--- src/rtl/muldiv_sequencer_if.sv ---
// rtl/muldiv_sequencer_if.sv - request/control bundle between execute and the mul/div sequencer
//
// Purpose
//   Groups the execute-stage request, pipeline-control and datapath-control
//   signals of the multiply/divide sequencer into one bundle.
//
// Signals
//   valid_i     execute-stage instruction valid
//   start_i     instruction is a MUL/DIV/REM op
//   is_div_i    1 = divide/remainder, 0 = multiply
//   is_word_i   W-suffix (32-bit) op
//   div_zero_i  divisor is zero (sampled at request only)
//   flush_i     pipeline flush, aborts the op in flight
//   stall_i     memory stage stalled, hold the finished result
//   load_o      datapath latches operands at this edge
//   iter_en_o   datapath performs one iteration this cycle
//   word_o      word flag of the op in flight
//   div_o       divide flag of the op in flight
//   dz_o        divide-by-zero flag of the op in flight
//   busy_o      op accepted or in flight, result not ready
//   done_o      result valid this cycle
//   count_o     remaining iterations
//
// Modports
//   master  execute side (drives requests, observes control)
//   slave   sequencer side

interface muldiv_sequencer_if #(
  parameter int CNT_W = 7
);
  logic             valid_i;
  logic             start_i;
  logic             is_div_i;
  logic             is_word_i;
  logic             div_zero_i;
  logic             flush_i;
  logic             stall_i;
  logic             load_o;
  logic             iter_en_o;
  logic             word_o;
  logic             div_o;
  logic             dz_o;
  logic             busy_o;
  logic             done_o;
  logic [CNT_W-1:0] count_o;

  modport master (
    output valid_i, start_i, is_div_i, is_word_i, div_zero_i, flush_i, stall_i,
    input  load_o, iter_en_o, word_o, div_o, dz_o, busy_o, done_o, count_o
  );

  modport slave (
    input  valid_i, start_i, is_div_i, is_word_i, div_zero_i, flush_i, stall_i,
    output load_o, iter_en_o, word_o, div_o, dz_o, busy_o, done_o, count_o
  );
endinterface

--- src/rtl/muldiv_sequencer.sv ---
// rtl/muldiv_sequencer.sv - FSM sequencing the iterative multiply/divide datapath
//
// Purpose
//   Accepts one MUL/DIV/REM request at a time from execute, loads the
//   operands, enables one datapath iteration per cycle for the op's
//   iteration count, then presents done_o. busy_o feeds execute's stall;
//   flush_i aborts, stall_i holds the finished result.
//
// Parameters
//   MUL_CYCLES  iterations for any multiply
//   DIV_CYCLES  iterations for 64-bit divide/remainder (W forms use half)
//   CNT_W       iteration counter width
//
// Ports
//   clk    clock
//   reset  synchronous, active-high reset
//   bus    muldiv_sequencer_if.slave (request, flush/stall, datapath control)

module muldiv_sequencer #(
  parameter int MUL_CYCLES = 3,
  parameter int DIV_CYCLES = 64,
  parameter int CNT_W      = $clog2(DIV_CYCLES + 1)
) (
  input  logic                  clk,
  input  logic                  reset,
  muldiv_sequencer_if.slave     bus
);

  typedef enum logic [1:0] {
    IDLE = 2'd0,
    RUN  = 2'd1,
    DONE = 2'd2
  } state_t;

  localparam logic [CNT_W-1:0] MUL_N  = CNT_W'(MUL_CYCLES);
  localparam logic [CNT_W-1:0] DIV_N  = CNT_W'(DIV_CYCLES);
  localparam logic [CNT_W-1:0] DIVW_N = CNT_W'(DIV_CYCLES / 2);

  state_t           state_q, state_d;
  logic [CNT_W-1:0] count_q, count_d;
  logic             word_q, word_d;
  logic             div_q, div_d;
  logic             dz_q, dz_d;

  logic             req;
  logic             load;
  logic             iter_en;
  logic             busy;
  logic             done;

  // A flushed request is never a request: it is dropped, not deferred.
  assign req = bus.valid_i & bus.start_i & ~bus.flush_i;

  always_ff @(posedge clk) begin
    if (reset) begin
      state_q <= IDLE;
      count_q <= '0;
      word_q  <= 1'b0;
      div_q   <= 1'b0;
      dz_q    <= 1'b0;
    end else begin
      state_q <= state_d;
      count_q <= count_d;
      word_q  <= word_d;
      div_q   <= div_d;
      dz_q    <= dz_d;
    end
  end

  always_comb begin
    state_d = state_q;
    count_d = count_q;
    word_d  = word_q;
    div_d   = div_q;
    dz_d    = dz_q;
    load    = 1'b0;
    iter_en = 1'b0;
    busy    = 1'b0;
    done    = 1'b0;

    case (state_q)
      IDLE: begin
        if (req) begin
          // busy is raised in the request cycle itself so execute stalls
          // before the next instruction can advance.
          load   = 1'b1;
          busy   = 1'b1;
          word_d = bus.is_word_i;
          div_d  = bus.is_div_i;
          dz_d   = bus.div_zero_i;
          if (bus.is_div_i && bus.div_zero_i) begin
            // The datapath substitutes the ISA result; no iterations needed.
            state_d = DONE;
            count_d = '0;
          end else begin
            state_d = RUN;
            if (!bus.is_div_i) begin
              count_d = MUL_N;
            end else if (bus.is_word_i) begin
              count_d = DIVW_N;
            end else begin
              count_d = DIV_N;
            end
          end
        end
      end

      RUN: begin
        iter_en = 1'b1;
        busy    = 1'b1;
        // <=1 rather than ==1 so a zero count can never wrap and spin.
        if (count_q <= CNT_W'(1)) begin
          count_d = '0;
          state_d = DONE;
        end else begin
          count_d = count_q - CNT_W'(1);
        end
      end

      DONE: begin
        done = 1'b1;
        if (!bus.stall_i) begin
          state_d = IDLE;
        end
      end

      default: begin
        state_d = IDLE;
        count_d = '0;
      end
    endcase

    // Flush wins over everything but reset. Current-cycle outputs still
    // reflect the current state, except operand load which must not fire.
    if (bus.flush_i) begin
      state_d = IDLE;
      count_d = '0;
      load    = 1'b0;
    end
  end

  // Op flags are only meaningful while an op is in flight; in IDLE they
  // read as zero so the datapath never sees stale flags.
  logic active;
  assign active = (state_q != IDLE);

  assign bus.load_o    = load;
  assign bus.iter_en_o = iter_en;
  assign bus.busy_o    = busy;
  assign bus.done_o    = done;
  assign bus.word_o    = word_q & active;
  assign bus.div_o     = div_q & active;
  assign bus.dz_o      = dz_q & active;
  assign bus.count_o   = count_q;

endmodule
--- src/flat_wrapper.sv ---
// flat-port wrapper written by rule: the top's interface ports become plain ports
module muldiv_sequencer_flat 
#(
  parameter int MUL_CYCLES = 3,
  parameter int DIV_CYCLES = 64,
  parameter int CNT_W      = $clog2(DIV_CYCLES + 1)
)
  (clk, reset, bus_valid_i, bus_start_i, bus_is_div_i, bus_is_word_i, bus_div_zero_i, bus_flush_i, bus_stall_i, bus_load_o, bus_iter_en_o, bus_word_o, bus_div_o, bus_dz_o, bus_busy_o, bus_done_o, bus_count_o);
  muldiv_sequencer_if #(.CNT_W(CNT_W)) bus_i ();
  input  logic clk;
  input  logic reset;
  input wire logic [$bits(bus_i.valid_i)-1:0] bus_valid_i;
  input wire logic [$bits(bus_i.start_i)-1:0] bus_start_i;
  input wire logic [$bits(bus_i.is_div_i)-1:0] bus_is_div_i;
  input wire logic [$bits(bus_i.is_word_i)-1:0] bus_is_word_i;
  input wire logic [$bits(bus_i.div_zero_i)-1:0] bus_div_zero_i;
  input wire logic [$bits(bus_i.flush_i)-1:0] bus_flush_i;
  input wire logic [$bits(bus_i.stall_i)-1:0] bus_stall_i;
  output wire logic [$bits(bus_i.load_o)-1:0] bus_load_o;
  output wire logic [$bits(bus_i.iter_en_o)-1:0] bus_iter_en_o;
  output wire logic [$bits(bus_i.word_o)-1:0] bus_word_o;
  output wire logic [$bits(bus_i.div_o)-1:0] bus_div_o;
  output wire logic [$bits(bus_i.dz_o)-1:0] bus_dz_o;
  output wire logic [$bits(bus_i.busy_o)-1:0] bus_busy_o;
  output wire logic [$bits(bus_i.done_o)-1:0] bus_done_o;
  output wire logic [$bits(bus_i.count_o)-1:0] bus_count_o;
  assign bus_i.valid_i = bus_valid_i;
  assign bus_i.start_i = bus_start_i;
  assign bus_i.is_div_i = bus_is_div_i;
  assign bus_i.is_word_i = bus_is_word_i;
  assign bus_i.div_zero_i = bus_div_zero_i;
  assign bus_i.flush_i = bus_flush_i;
  assign bus_i.stall_i = bus_stall_i;
  assign bus_load_o = bus_i.load_o;
  assign bus_iter_en_o = bus_i.iter_en_o;
  assign bus_word_o = bus_i.word_o;
  assign bus_div_o = bus_i.div_o;
  assign bus_dz_o = bus_i.dz_o;
  assign bus_busy_o = bus_i.busy_o;
  assign bus_done_o = bus_i.done_o;
  assign bus_count_o = bus_i.count_o;
  muldiv_sequencer #(.MUL_CYCLES(MUL_CYCLES), .DIV_CYCLES(DIV_CYCLES), .CNT_W(CNT_W)) u_core (.clk(clk), .reset(reset), .bus(bus_i));
endmodule
--- config.mk ---
export PLATFORM = sky130hd
export DESIGN_NAME = muldiv_sequencer_flat
export DESIGN_NICKNAME = d
export VERILOG_FILES = /design/src/rtl/muldiv_sequencer_if.sv /design/src/rtl/muldiv_sequencer.sv /design/src/flat_wrapper.sv
export SDC_FILE = /design/constraint.sdc
export NUM_CORES = 1
export LEC_CHECK = 0
export ABC_AREA = 1
export BUFFER_PORTS_ARGS = -buffer_cell sky130_fd_sc_hd__buf_4
export CORE_MARGIN = 1.5
export CORE_UTILIZATION = 44
export DETAILED_ROUTE_END_ITERATION = 7
export MAX_ROUTING_LAYER = met4
export PLACE_DENSITY = 0.79
export SLEW_MARGIN = 20
export SYNTH_ARGS = -nofsm -noshare
export SYNTH_HDL_FRONTEND = slang
export SYNTH_SLANG_ARGS = --single-unit
export TNS_END_PERCENT = 1
--- constraint.sdc ---
create_clock -name clk -period 1.05 [get_ports clk]
set_input_delay 0.1575 -clock clk [delete_from_list [all_inputs] [get_ports clk]]
set_output_delay 0.1575 -clock clk [all_outputs]
set_load 0.02 [all_outputs]
==> run summary <==
Worst slew margin = 79.6%
LEAKAGE = 0.589 nW
Min cycle time layout = 1.33 ns
Synth Instances = 113
Synth Warn # = 0
Core Box Area = 1520 µm²
Synth Area in Compound Gates = 14.0%
Status = finished with violations
Required time worst endpoint = 1.26 ns
Crit Path Max Fanout = 3
Initial core utilization = 48.0%
Worst path slowest cell = dfxtp_4
WL final = 2460 µm
Largest net degree at the start of global routing = 8
Final period util = 127%
Site Rows = 14
Worst EP arrival = 1.55 ns
Synth cell types = 20
CP endpoint kind = register
First-pass GRT wire length = 3420 µm
CTS tree = done
Max-Cap Viols = 0
Die width = 43.8 µm
Port Buffer Count = 22
Max-slew violations = 0
Final setup vio count = 18
RR Startpoint = u_core.state_q[0]$_SDFFE_PP0P_
Vias in the first global route = 829
Top cell type's share of synthesized area = 32.8%
Commonest non-fill, non-tap cells in the layout = 31 x nand2_1, 29 x buf_4, 16 x inv_1, 14 x buf_6
Avg WL per Cell = 14.0 µm
Mean Syn Cell Area = 6.48 µm²
Yosys top cell by area = dfxtp_1
Worst stage delay on the critical path = 0.37 ns
P&R area growth vs syn = 72.5%
Slew @ Worst Pin = 0.305 ns
Final net count = 172
Fillers = 97
Adder-Cell Fraction of Synth Area = 3.42%
RSZ-0062 raised after global routing = true
Initial antenna violation count = 0
Reg2Reg Depth = 8
DP Area = 1090 µm²
Net Sw Power = 0.346 mW
Sinks on Clock Net = 12
Crit start category = register
Comb pwr share = 25.5%
Ports = 23
Iteration-0 DRC Markers = 60
Fraction of layout cells with a size suffix above 1 = 52.5%
Area contributors post-synth = dfxtp_1 33%, nand2_1 17%, inv_1 8.7%
Seq/Total Area, Yosys = 32.8%
Via density = 5.43
Cts hold-fix bufs = 0
Post-synth EDFFs = 0
DRC violation count after routing = 0
Final HPWL DP = 1530 µm
Crit-path most repeated cell = nand2_1
Final instance area = 1260 µm²
Peak VDD IR = 0.834 mV
Worst-skew pair later-pin latency = 0.28 ns
CP Capture Point = u_core.bus.count_o[6]$_SDFFE_PP0P_
H-Tree Level Count = 1
Vias = 955
Proportion of synthesized area in mux cells = 0%
Synth Cell Area = 732 µm²
Combinational family with the most area after synthesis = simple AND/OR/NAND/NOR gates
Most common library cell in the layout ignoring fill and taps = nand2_1
Antenna-violating nets left = 0
Flop pwr share = 41.1%
Type of the worst setup path = reg2reg
Top_reg_cell synth = dfxtp_1
Diode count = 0
Post-synthesis xor/xnor area fraction = 1.20%
CTS Buf Count = 3
Detailed Routing Iterations Pass 1 = 4
Flop2flop setup slack = -0.28 ns
Overall power = 1.15 mW
GRT overflow = 0
Clock root cell = clkbuf_4
Total internal power = 0.805 mW
Synthesized net count = 124
Setup ws final = -0.284 ns
Clock share of power = 33.4%
Hold Violations, Final = 0
Worst min path class = in2reg
Clock transition at the registers of the reported paths = 0.08 ns
Placed Instances = 170
Simple-gate share of the synthesized area = 37.8%
Final Wtd Congestion = 0.885
Clock skew = 0.000497 ns
Die ar. = 1920 µm²
Async SR Flop Fraction = 0%
Place WS = -0.179 ns
Global-route usage over all layers = 24.8%
Cells along the critical path = nor2_4 -> buf_4 -> nand2_1 -> nor2_1 -> nand2_1 -> nand2_1 -> nand2_1 -> a21oi_1
Non-Filler Instances = 176
Reg2reg end = u_core.bus.count_o[6]$_SDFFE_PP0P_
Seq cells post-synth = 12
Power Dens Cells = 912 nW/µm²
Clk buf depth = 2
Sw frac = 30.1%
Fmax = 749 MHz
Die height = 43.8 µm
CP startpoint = u_core.state_q[0]$_SDFFE_PP0P_
Failing checks = negative setup slack
[state kept, by name (all words and copies together) (netlist names)]
register / flops
u_core.bus.count_o: 7
u_core.div_q: 1
u_core.dz_q: 1
u_core.state_q: 2
u_core.word_q: 1
[metrics by stage]
step	utilization, %	hold slack, ns	setup TNS (ns)
floorplan	-	0.334	-0.869
global placement	71.4	0.436	-1.23
detailed placement	71.4	0.453	-1.52
CTS	78.9	0.145	-2.37
global route	82.8	0.145	-3.98
finish	82.8	0.153	-2.94
[power by group through the flow]
stage / Combinational [mW] / Clock (mW) / Sequential, mW
floorplan: 0.121 / 0 / 0.494
global placement: 0.232 / 0 / 0.486
detailed placement: 0.237 / 0 / 0.487
CTS: 0.261 / 0.386 / 0.475
global route: 0.313 / 0.411 / 0.475
finish: 0.293 / 0.384 / 0.473
[cells in the mapped netlist (2+ instances only)]
cell     instances
nor2_1          11
nand3_1          5
dfxtp_1         12
inv_1           17
o21ai_1          5
ha_1             2
inv_2            3
nand2_1         33
a21oi_1         10
nand4_1          3
nor2_4           3
[worst min-delay path by stage]
stage / startpoint / endpoint / slack, ns / cells after the start
after floorplan: bus_div_zero_i / u_core.dz_q$_SDFFE_PP0P_ / 0.33 / 2
after global placement: bus_stall_i / u_core.state_q[0]$_SDFFE_PP0P_ / 0.44 / 4
after detailed placement: u_core.div_q$_SDFFE_PP0P_ / u_core.div_q$_SDFFE_PP0P_ / 0.45 / 2
after CTS: bus_stall_i / u_core.state_q[0]$_SDFFE_PP0P_ / 0.14 / 4
after global routing: bus_stall_i / u_core.state_q[0]$_SDFFE_PP0P_ / 0.14 / 4
final: bus_stall_i / u_core.state_q[0]$_SDFFE_PP0P_ / 0.15 / 4
[cell families after synthesis]
family,Yosys count
AOI/OAI and AO/OA,18
xor gates and xnor gates,1
adders and majority gates,2
buffers and inverters,21
DFF,12
and+or+nand+nor,59
[cell type report]
class                   instances  area [µm²]  share of cell area (%)
clock buffers                   4        36.3                    2.87
inverters                      21        81.3                    6.44
multi-input cells              80         489                    38.8
flip-flops and latches         12         260                    20.6
well taps                      16        20.0                    1.59
repair buffers                 43         375                    29.7
[critical path, delay by kind of cell, from the launching register on]
family                 cells  cell delay, ns
AOI/OAI and AO/OA          1            0.12
DFF                        1            0.37
and+or+nand+nor            6            0.65
buffers and inverters      1            0.14
[timing repair]
action / CTS / global route
endpoints found under the setup margin: 23 / 26
pin swaps: 5 / 7
setup buffers: 2 / 0
gates resized for setup: 20 / 17
[per-layer routing]
layer	global-route usage, %	up-vias	part of all wire, %
li1	-	452	-
met1	27.7	445	39
met2	41.8	47	51
met3	5.00	11	6.3
met4	11.5	0	3.3
met5	-	-	0
Note: power is estimated with default switching activity, not from simulation.
